`src/rtl/drp_trace_pkg.sv`:
```
// rtl/drp_trace_pkg.sv - shared record layout, frame format, mode and FSM encodings
package drp_trace_pkg;

  localparam int REC_W        = 40;
  localparam int REC_WE_BIT   = 39;
  localparam int REC_TO_BIT   = 38;
  localparam int REC_LAT_LSB  = 32;
  localparam int REC_LAT_W    = 6;
  localparam int REC_ADDR_LSB = 16;
  localparam int REC_DATA_LSB = 0;

  localparam int         FRAME_LEN  = 6;
  localparam logic [7:0] FRAME_TERM = 8'h0A;

  localparam logic [1:0] MODE_OFF = 2'b00;
  localparam logic [1:0] MODE_WR  = 2'b01;
  localparam logic [1:0] MODE_RD  = 2'b10;
  localparam logic [1:0] MODE_ALL = 2'b11;

  typedef enum logic [1:0] {
    ST_IDLE  = 2'd0,
    ST_ISSUE = 2'd1,
    ST_WAIT  = 2'd2,
    ST_DONE  = 2'd3
  } drp_state_t;

  // Byte idx of the outgoing frame for a record, most significant field first.
  function automatic logic [7:0] frame_byte(input logic [REC_W-1:0] rec, input logic [2:0] idx);
    logic [7:0] b;
    case (idx)
      3'd0:    b = rec[REC_LAT_LSB +: 8];
      3'd1:    b = rec[REC_ADDR_LSB + 8 +: 8];
      3'd2:    b = rec[REC_ADDR_LSB +: 8];
      3'd3:    b = rec[REC_DATA_LSB + 8 +: 8];
      3'd4:    b = rec[REC_DATA_LSB +: 8];
      default: b = FRAME_TERM;
    endcase
    return b;
  endfunction

endpackage

```
`src/rtl/drp_trace_fifo.sv`:
```
// rtl/drp_trace_fifo.sv - trace record FIFO with extra-MSB pointers and first-word read-through
module drp_trace_fifo
  import drp_trace_pkg::*;
#(
  parameter int C_WIDTH = REC_W,
  parameter int C_DEPTH = 16
) (
  input  logic               i_clk,
  input  logic               i_rst_n,
  input  logic               i_wr_en,
  input  logic [C_WIDTH-1:0] i_wdata,
  input  logic               i_rd_en,
  output logic [C_WIDTH-1:0] o_rdata,
  output logic               o_full,
  output logic               o_empty
);

  localparam int AW = $clog2(C_DEPTH);

  logic [C_WIDTH-1:0] r_mem [C_DEPTH];
  logic [AW:0]        r_wptr;
  logic [AW:0]        r_rptr;
  logic               w_wr;
  logic               w_rd;

  assign o_empty = (r_wptr == r_rptr);
  assign o_full  = (r_wptr[AW] != r_rptr[AW]) && (r_wptr[AW-1:0] == r_rptr[AW-1:0]);
  assign o_rdata = r_mem[r_rptr[AW-1:0]];

  // A full FIFO still takes a write when a read frees a slot in the same cycle.
  assign w_rd = i_rd_en && !o_empty;
  assign w_wr = i_wr_en && (!o_full || w_rd);

  always_ff @(posedge i_clk) begin
    if (w_wr) r_mem[r_wptr[AW-1:0]] <= i_wdata;
  end

  always_ff @(posedge i_clk or negedge i_rst_n) begin
    if (!i_rst_n) begin
      r_wptr <= '0;
      r_rptr <= '0;
    end else begin
      if (w_wr) r_wptr <= r_wptr + 1'b1;
      if (w_rd) r_rptr <= r_rptr + 1'b1;
    end
  end

endmodule

```
`src/rtl/drp_trace_mon.sv`:
```
// rtl/drp_trace_mon.sv - DRP pass-through monitor tracing filtered transactions to a byte stream
module drp_trace_mon
  import drp_trace_pkg::*;
#(
  parameter int C_ADDR_WIDTH = 12,
  parameter int C_DATA_WIDTH = 16,
  parameter int C_FIFO_DEPTH = 16,
  parameter int C_TIMEOUT    = 1023
) (
  input  logic                    DRPCLK_I,
  input  logic                    DRPRSTN_I,
  input  logic [C_ADDR_WIDTH-1:0] S_DRPADDR_I,
  input  logic [C_DATA_WIDTH-1:0] S_DRPDI_I,
  output logic [C_DATA_WIDTH-1:0] S_DRPDO_O,
  input  logic                    S_DRPEN_I,
  input  logic                    S_DRPWE_I,
  output logic                    S_DRPRDY_O,
  output logic [C_ADDR_WIDTH-1:0] M_DRPADDR_O,
  output logic [C_DATA_WIDTH-1:0] M_DRPDI_O,
  input  logic [C_DATA_WIDTH-1:0] M_DRPDO_I,
  output logic                    M_DRPEN_O,
  output logic                    M_DRPWE_O,
  input  logic                    M_DRPRDY_I,
  input  logic [1:0]              CFG_MODE_I,
  input  logic [C_ADDR_WIDTH-1:0] CFG_ADDR_LO_I,
  input  logic [C_ADDR_WIDTH-1:0] CFG_ADDR_HI_I,
  output logic [15:0]             OVF_CNT_O,
  output logic                    TIMEOUT_O,
  output logic                    PROTO_ERR_O,
  output logic [7:0]              TRC_TDATA_O,
  output logic                    TRC_TVALID_O,
  input  logic                    TRC_TREADY_I
);

  logic [1:0]              r_rst_sync;
  logic                    w_rstn;
  drp_state_t              r_state;
  logic [C_ADDR_WIDTH-1:0] r_addr;
  logic [C_DATA_WIDTH-1:0] r_di;
  logic [C_DATA_WIDTH-1:0] r_do;
  logic                    r_we;
  logic                    r_to;
  logic [15:0]             r_lat;
  logic                    r_s_rdy;
  logic                    r_m_en;
  logic                    r_m_we;
  logic                    r_timeout_p;
  logic                    r_proto_err;
  logic [15:0]             r_ovf_cnt;
  logic [2:0]              r_byte_idx;

  logic [REC_LAT_W-1:0]    w_lat6;
  logic [REC_W-1:0]        w_rec;
  logic [REC_W-1:0]        w_rdata;
  logic                    w_mode_hit;
  logic                    w_win_hit;
  logic                    w_push;
  logic                    w_pop;
  logic                    w_full;
  logic                    w_empty;
  logic                    w_drop;
  logic                    w_fire;
  logic                    w_last;

  // Assertion is immediate; release waits two clock edges.
  always_ff @(posedge DRPCLK_I or negedge DRPRSTN_I) begin
    if (!DRPRSTN_I) r_rst_sync <= 2'b00;
    else            r_rst_sync <= {r_rst_sync[0], 1'b1};
  end
  assign w_rstn = r_rst_sync[1];

  always_ff @(posedge DRPCLK_I or negedge w_rstn) begin
    if (!w_rstn) begin
      r_state     <= ST_IDLE;
      r_addr      <= '0;
      r_di        <= '0;
      r_do        <= '0;
      r_we        <= 1'b0;
      r_to        <= 1'b0;
      r_lat       <= '0;
      r_s_rdy     <= 1'b0;
      r_m_en      <= 1'b0;
      r_m_we      <= 1'b0;
      r_timeout_p <= 1'b0;
      r_proto_err <= 1'b0;
    end else begin
      r_s_rdy     <= 1'b0;
      r_m_en      <= 1'b0;
      r_m_we      <= 1'b0;
      r_timeout_p <= 1'b0;
      if (S_DRPEN_I && (r_state != ST_IDLE)) r_proto_err <= 1'b1;
      case (r_state)
        ST_IDLE: begin
          if (S_DRPEN_I) begin
            r_addr  <= S_DRPADDR_I;
            r_di    <= S_DRPDI_I;
            r_we    <= S_DRPWE_I;
            r_lat   <= '0;
            r_m_en  <= 1'b1;
            r_m_we  <= S_DRPWE_I;
            r_state <= ST_ISSUE;
          end
        end
        ST_ISSUE: r_state <= ST_WAIT;
        ST_WAIT: begin
          r_lat <= r_lat + 16'd1;
          if (M_DRPRDY_I) begin
            r_do    <= M_DRPDO_I;
            r_to    <= 1'b0;
            r_s_rdy <= 1'b1;
            r_state <= ST_DONE;
          end else if ((r_lat + 16'd1) == 16'(C_TIMEOUT)) begin
            r_do        <= '1;
            r_to        <= 1'b1;
            r_timeout_p <= 1'b1;
            r_s_rdy     <= 1'b1;
            r_state     <= ST_DONE;
          end
        end
        ST_DONE: r_state <= ST_IDLE;
        default: r_state <= ST_IDLE;
      endcase
    end
  end

  assign S_DRPDO_O   = r_do;
  assign S_DRPRDY_O  = r_s_rdy;
  assign M_DRPADDR_O = r_addr;
  assign M_DRPDI_O   = r_di;
  assign M_DRPEN_O   = r_m_en;
  assign M_DRPWE_O   = r_m_we;
  assign TIMEOUT_O   = r_timeout_p;
  assign PROTO_ERR_O = r_proto_err;
  assign OVF_CNT_O   = r_ovf_cnt;

  assign w_lat6 = (r_lat > 16'd63) ? 6'd63 : r_lat[REC_LAT_W-1:0];

  always_comb begin
    w_rec                              = '0;
    w_rec[REC_WE_BIT]                  = r_we;
    w_rec[REC_TO_BIT]                  = r_to;
    w_rec[REC_LAT_LSB +: REC_LAT_W]    = w_lat6;
    w_rec[REC_ADDR_LSB +: 16]          = 16'(r_addr);
    w_rec[REC_DATA_LSB +: 16]          = 16'(r_we ? r_di : r_do);
  end

  // An inverted window (LO > HI) can never satisfy both bounds, so it passes nothing.
  assign w_mode_hit = r_we ? |(CFG_MODE_I & MODE_WR) : |(CFG_MODE_I & MODE_RD);
  assign w_win_hit  = (r_addr >= CFG_ADDR_LO_I) && (r_addr <= CFG_ADDR_HI_I);
  assign w_push     = (r_state == ST_DONE) && w_mode_hit && w_win_hit;
  assign w_drop     = w_push && w_full && !w_pop;

  always_ff @(posedge DRPCLK_I or negedge w_rstn) begin
    if (!w_rstn)                                r_ovf_cnt <= '0;
    else if (w_drop && (r_ovf_cnt != 16'hFFFF)) r_ovf_cnt <= r_ovf_cnt + 16'd1;
  end

  drp_trace_fifo #(
    .C_WIDTH (REC_W),
    .C_DEPTH (C_FIFO_DEPTH)
  ) u_fifo (
    .i_clk   (DRPCLK_I),
    .i_rst_n (w_rstn),
    .i_wr_en (w_push),
    .i_wdata (w_rec),
    .i_rd_en (w_pop),
    .o_rdata (w_rdata),
    .o_full  (w_full),
    .o_empty (w_empty)
  );

  // The head record is the one on the wire; it leaves the FIFO only once its terminator
  // is accepted, so every slot including the frame in flight counts toward capacity.
  assign TRC_TVALID_O = !w_empty;
  assign TRC_TDATA_O  = w_empty ? 8'h00 : frame_byte(w_rdata, r_byte_idx);
  assign w_fire       = TRC_TVALID_O && TRC_TREADY_I;
  assign w_last       = (r_byte_idx == 3'(FRAME_LEN - 1));
  assign w_pop        = w_fire && w_last;

  always_ff @(posedge DRPCLK_I or negedge w_rstn) begin
    if (!w_rstn)     r_byte_idx <= '0;
    else if (w_fire) r_byte_idx <= w_last ? 3'd0 : r_byte_idx + 3'd1;
  end

endmodule

```
`config.mk`:
```
export PLATFORM = sky130hd
export DESIGN_NAME = drp_trace_mon
export DESIGN_NICKNAME = d
export VERILOG_FILES = /design/src/rtl/drp_trace_pkg.sv /design/src/rtl/drp_trace_fifo.sv /design/src/rtl/drp_trace_mon.sv
export SDC_FILE = /design/constraint.sdc
export NUM_CORES = 1
export LEC_CHECK = 0
export ABC_AREA = 1
export CORE_MARGIN = 4
export CORE_UTILIZATION = 30
export CTS_BUF_LIST = sky130_fd_sc_hd__clkbuf_8
export DETAILED_ROUTE_END_ITERATION = 8
export PLACE_DENSITY = 0.52
export SETUP_SLACK_MARGIN = 0.4
export SKIP_LAST_GASP = 1
export SLEW_MARGIN = 15
export SYNTH_ARGS = -nofsm -noshare
export SYNTH_HDL_FRONTEND = slang
export SYNTH_SLANG_ARGS = --single-unit
export TNS_END_PERCENT = 100
```
`constraint.sdc`:
```
create_clock -name DRPCLK_I -period 6.35 [get_ports DRPCLK_I]
set_input_delay 0.9525 -clock DRPCLK_I [delete_from_list [all_inputs] [get_ports DRPCLK_I]]
set_output_delay 0.9525 -clock DRPCLK_I [all_outputs]
set_load 0.05 [all_outputs]
```
**After elaboration in Yosys (flattened, before gate mapping)**

Memories as Yosys holds them, arrays and structs flattened.
Cells that the tools add are included.

- Multiply operators: 0
- Div/mod/pow operators: 0
- Shift operators: 0
- Order comparisons: 3
- $add $sub $neg: 5
- Bitwise operators: 0
- Equality and inequality tests: 15
- Multiplexer cells: 27
- Reduce and logical (&&, ||, !) cells: 25

Operator list:

| kind | count |
|---|---|
| two-way mux 16 bit | 4 |
| case mux 8 bit (5 select lines) | 1 |
| adder 16 x 1 -> 16 bit (second input constant) | 2 |
| case mux 16 bit (2 select lines) | 1 |
| == test 16 x 10 -> 1 bit (second input constant) | 1 |
| > comparator 16 x 6 -> 1 bit (second input constant) | 1 |
| inequality test 16 bit (second input constant) | 1 |
| two-way mux 1 bit | 14 |
| >= comparator 12 bit | 1 |
| <= comparator 12 bit | 1 |
| logical AND 1 bit | 12 |
| adder 5 x 1 -> 5 bit (second input constant) | 2 |
| two-way mux 8 bit | 1 |
| case mux 2 bit (4 select lines) | 1 |
| AND reduction 2 bit | 4 |
| == test 3 x 2 -> 1 bit (second input constant) | 2 |
| == test 3 bit (second input constant) | 2 |
| two-way mux 2 bit | 3 |
| two-way mux 6 bit | 1 |
| nonzero test 2 bit | 3 |
| == test 5 bit | 1 |
| == test 2 bit (second input constant) | 2 |
| == test 4 bit | 1 |
| adder 3 x 1 -> 3 bit (second input constant) | 1 |
| 10 further kinds | 12 |

- Bits in registers: 100
- Memory bits (read-only): 0
- Logic and storage cells: 93
- RAM bits: 576
- Bits in latches: 0
- Memories kept: 1

Memory list:

| memory | words | bits a word | read ports | clocked after memory_dff | wr ports | line | RTL |
|---|---|---|---|---|---|---|---|
| u_fifo.r_mem | 16 | 36 | 1 | 0 | 1 | drp_trace_fifo.sv:20 | `logic [C_WIDTH-1:0] r_mem [C_DEPTH];` |

**Longest topological paths before layout**

- Depth after elaboration: 9
- Gate-level depth with buffers: 15

**Modules after synthesis**

A second synthesis with hierarchy kept.

- Cells, all modules: 2846
- Area total of the unflattened synthesis: 31549.0 sq um

Modules (own cells, without submodules):

| module | sequential area each (sq um) | cells each | area each (sq um) | instances |
|---|---|---|---|---|
| drp_trace_fifo | 19468.7 | 2056 | 25899.8 | 1 |
| drp_trace_mon | 2252.2 | 790 | 5649.2 | 1 |

**Least setup slack after synthesis**

OpenSTA, ideal clock, no wires.

- Kind: input to register
- Start: in CFG_ADDR_HI_I[11]
- End: mem u_fifo.r_mem[0][0] in the netlist's numbering (enable)
- Stages: 11
- Setup time: 0.429 ns
- Slack: 2.149 ns
- Data arrival time: 3.771 ns
- Path through: inv_1 > ha_1 > nand2_1 > nor3_1 > nand3_1 > nand2_1 > nand3_1 > nor2_1 > buf_2 > nand2_1 > nor2_1

- Cells in the longest elaborated chain, start to end: 6

RTL lines:

| what | line | RTL |
|---|---|---|
| start: declaration | drp_trace_mon.sv:26 | `input logic [C_ADDR_WIDTH-1:0] CFG_ADDR_HI_I,` |
| <= comparator 12 bit | drp_trace_mon.sv:149 | `assign w_win_hit = (r_addr >= CFG_ADDR_LO_I) && (r_addr <= CFG_ADDR_HI_I);` |
| logical AND 1 bit | drp_trace_mon.sv:149 |  |
| logical AND 1 bit | drp_trace_mon.sv:150 | `assign w_push = (r_state == ST_DONE) && w_mode_hit && w_win_hit;` |
| logical AND 1 bit | drp_trace_fifo.sv:32 | `assign w_wr = i_wr_en && (!o_full \|\| w_rd);` |
| two-way mux 1 bit | drp_trace_fifo.sv:35 | `if (w_wr) r_mem[r_wptr[AW-1:0]] <= i_wdata;` |
| two-way mux 1 bit (not written as such) | drp_trace_fifo.sv:35 |  |
| end: declaration | drp_trace_fifo.sv:20 |  |

No other way between the ends.

**Final worst setup path**

- Start: reg u_fifo.r_rptr[0]
- End: out TRC_TDATA_O[2]

- Cells in the longest elaborated chain, start to end: 3
- Elaborated cells on any way between the ends: 4
- Classes of those cells: eq/ne (1); mux (2); memory (1)

RTL lines:

| what | line | RTL |
|---|---|---|
| start: declaration | drp_trace_fifo.sv:22 | `logic [AW:0] r_rptr;` |
| start signal: assignment | drp_trace_fifo.sv:44 | `if (w_rd) r_rptr <= r_rptr + 1'b1;` |
| memory read (16 x 36 bit) | - |  |
| case mux 8 bit (5 select lines) | drp_trace_pkg.sv:30 | `case (idx)` |
| two-way mux 8 bit * | drp_trace_mon.sv:175 | `assign TRC_TDATA_O = w_empty ? 8'h00 : frame_byte(w_rdata, r_byte_idx);` |
| end: declaration | drp_trace_mon.sv:30 | `output logic [7:0] TRC_TDATA_O,` |

Mark *: on every way between the ends. The rest lies on a longest branch, timed or not.

==> results.cfg <==
[status]
status = complete, no violations

[floorplan]
rows = 113
io_pins = 150
initial_core_util_pct = 30.31
die_w_um = 318.3
coreArea_sq_um = 95290
die-area_sq_um = 101300
die_h_um = 318.3

[synth]
synthCells = 2634
netlist_area_sq_um = 28880
synth_top_area_share_pct = 59.89
ys_ff_latch = 676
ys_seq_area_share_pct = 68.56
synth.avg_cell_area_sq_um = 10.96
synth_area_leader_cell = edfxtp_1
ys_types = 40
async_flop_share_pct = 14.79
syn_nets = 2746
synth-main-ff-cell = edfxtp_1
yosys-top-cells-area = edfxtp_1, dfrtp_1, nand2_1, nor2_1, o21ai_0
synth_edf_count = 576
synth-warning-count = 0

[place]
dp.final_hpwl_um = 50960
routabilityCongestion = 0.7954
dp_cells = 3959
port_buffers = 149
placed_area_sq_um = 32060
dpl_worst_slack_ps = 1446

[routing]
wl_um = 85570
vias = 19800
drt_iter0_drc = 1864
drt_pass1_iterations = 5
drc = 0
routedWlPerCell_um = 20.63
viasPerCell = 4.773
ant_nets = 0

[grt]
grt_util_all_layers_pct = 16.49
grt_max_degree = 94
grt.overflow.total = 0
grt_pass1_wl_um = 127400
antenna_found_initial = 4
grt_pass1_vias = 19600

[critical_path]
critical_path_arrival_ps = 4450
crit_path_frequent_cell = nand2_1
crit_type = reg -> out
slowest_delay_ps = 880
worstPathRequired_ps = 5400
worstPathMaxFanout = 64
path_delay_family = buffers and inverters
startpoint_type = register
critPathBufInv = 4
crit_path_end_kind = primary output
cp_slowest_cell = clkdlybuf4s50_1
path_cells = inv_8 > buf_12 > o21ai_0 > o22ai_1 > nand2_1 > nand2_1 > inv_1 > nand2_1 > nand2_1 > nand3_1 > nor2_1 > nor2_1 > clkdlybuf4s50_1

[sta]
setup_violations = 0
fin_crit_sh_pct = 85.09
tns_ps = 0
whs_ps = 286.5
hold_viol = 0
maxClockFrequency_mhz = 185.1
relSlewSlack_pct = 28.36
drv_slew = 0
rsz0062_at_grt = no
finClkSkew_ps = 26.91
tightest_slew_ps = 1075
period_minus_slack_ps = 5403
finalWorstSetupSlack_ps = 946.7

[flow_run]
drv_cap = 0

[clock_network]
clockRootBuffer = clkbuf_8
cts_made_buffers = 109
post_cts_resized = 0
ctsHoldBuffers = 0
clk_pin_slew_ps = 60
clock_path_buffers = 3
cts.sinks = 676
cts_tree = built
h-tree-depth = 3
clkLatencyLatePin_ps = 710
post_cts_buffers = 0

[final_layout]
final_common_cell = edfxtp_1
final_cell_mix = edfxtp_1, nand2_1, nor2_1, o21ai_0, inv_1
drive_gt1_share_pct = 8.469
final_cell_area_sq_um = 33980
nNetsFinal = 2917
final_util_pct = 35.66
instances_no_fill = 4148
areaGrowthSynthToFinish_pct = 17.67

[power]
ir_drop_mv = 0.3173
total_power_mw = 15.42
powerDensity_nw_per_um2 = 453.6
leakage_nw = 12.50

[min_path]
hp-class = reg -> async
[worst paths after layout]
check	startpoint	slack [ps]	to	cells after the start
worst max-delay path	u_fifo.r_rptr[0]$_DFFE_PN0P_	950	TRC_TDATA_O[2]	13
worst min-delay path	r_rst_sync[1]$_DFF_PN0_	290	OVF_CNT_O[5]$_DFFE_PN0P_	0
worst max register to register	M_DRPADDR_O[0]$_DFFE_PN0P_	1800	u_fifo.r_mem[2][12]$_DFFE_PP_	13
worst min register to register	r_rst_sync[1]$_DFF_PN0_	290	OVF_CNT_O[5]$_DFFE_PN0P_	0
max in group asynchronous	r_rst_sync[1]$_DFF_PN0_	4720	r_lat[10]$_DFFE_PN0P_	1
min in group DRPCLK_I	r_rst_sync[0]$_DFF_PN0_	350	r_rst_sync[1]$_DFF_PN0_	0
[cells by family (layout without fill, tap and decap cells)]
kind of cell	count (synthesis)	count (layout)	synth area share, %
simple gates	1165	1165	16.35
other cells	1	3	0.01298
xor+xnor	28	28	0.8752
flops	676	676	68.56
compound gates	457	457	8.773
fa+ha+maj	36	36	1.560
buf+inv	271	518	3.877
[layer usage]
layer  track usage (%)  wire (um)  part of all wire [%]  up-vias
met5                 0          0                     0        -
met4             3.875       1579                   1.8        0
met3             3.012       4877                   5.7      105
met2             27.09      40450                    47      572
met1             22.76      38660                    45     9649
li1                  -          -                     -     9472
[report_power, final]
| part | internal, mW | total (mW) | leakage [nW] | switching, mW |
|---|---|---|---|---|
| combinational | 1.62 | 5.79 | 4.90 | 4.16 |
| clock | 1.71 | 3.41 | 1.12 | 1.70 |
| sequential | 5.69 | 6.22 | 6.48 | 0.531 |
| total | 9.02 | 15.4 | 12.5 | 6.40 |
[cells in the mapped netlist, types with 5 or more instances]
cell type	count
a21oi_1	15
buf_1	11
buf_2	30
buf_4	13
clkbuf_1	92
dfrtp_1	100
edfxtp_1	576
ha_1	36
inv_1	116
inv_2	6
nand2_1	492
nand2_2	12
nand3_1	129
nand4_1	14
nor2_1	489
nor2_4	5
nor3_1	9
o211ai_1	63
o21ai_0	314
o22ai_1	57
xor2_1	24
[sequential cells by signal, summed over array words and instances (netlist names)]
register	flops
r_we	1
PROTO_ERR_O	1
M_DRPEN_O	1
r_to	1
u_fifo.r_mem	576
r_state	2
OVF_CNT_O	16
S_DRPDO_O	16
M_DRPADDR_O	12
u_fifo.r_rptr	5
S_DRPRDY_O	1
M_DRPDI_O	16
M_DRPWE_O	1
r_byte_idx	3
r_lat	16
u_fifo.r_wptr	5
r_rst_sync	2
TIMEOUT_O	1
[final cells by class]
type | count | area, sq um
clock buffers | 116 | 1597
repair buffers | 207 | 2102
flip-flops and latches | 676 | 19810
multi-input cells | 1687 | 8089
fillers | 9498 | 61310
well taps | 1265 | 1583
clock inverters | 71 | 324.1
inverters | 124 | 473.0
diodes | 2 | 5.005
Note: power is estimated with default switching activity, not from simulation.
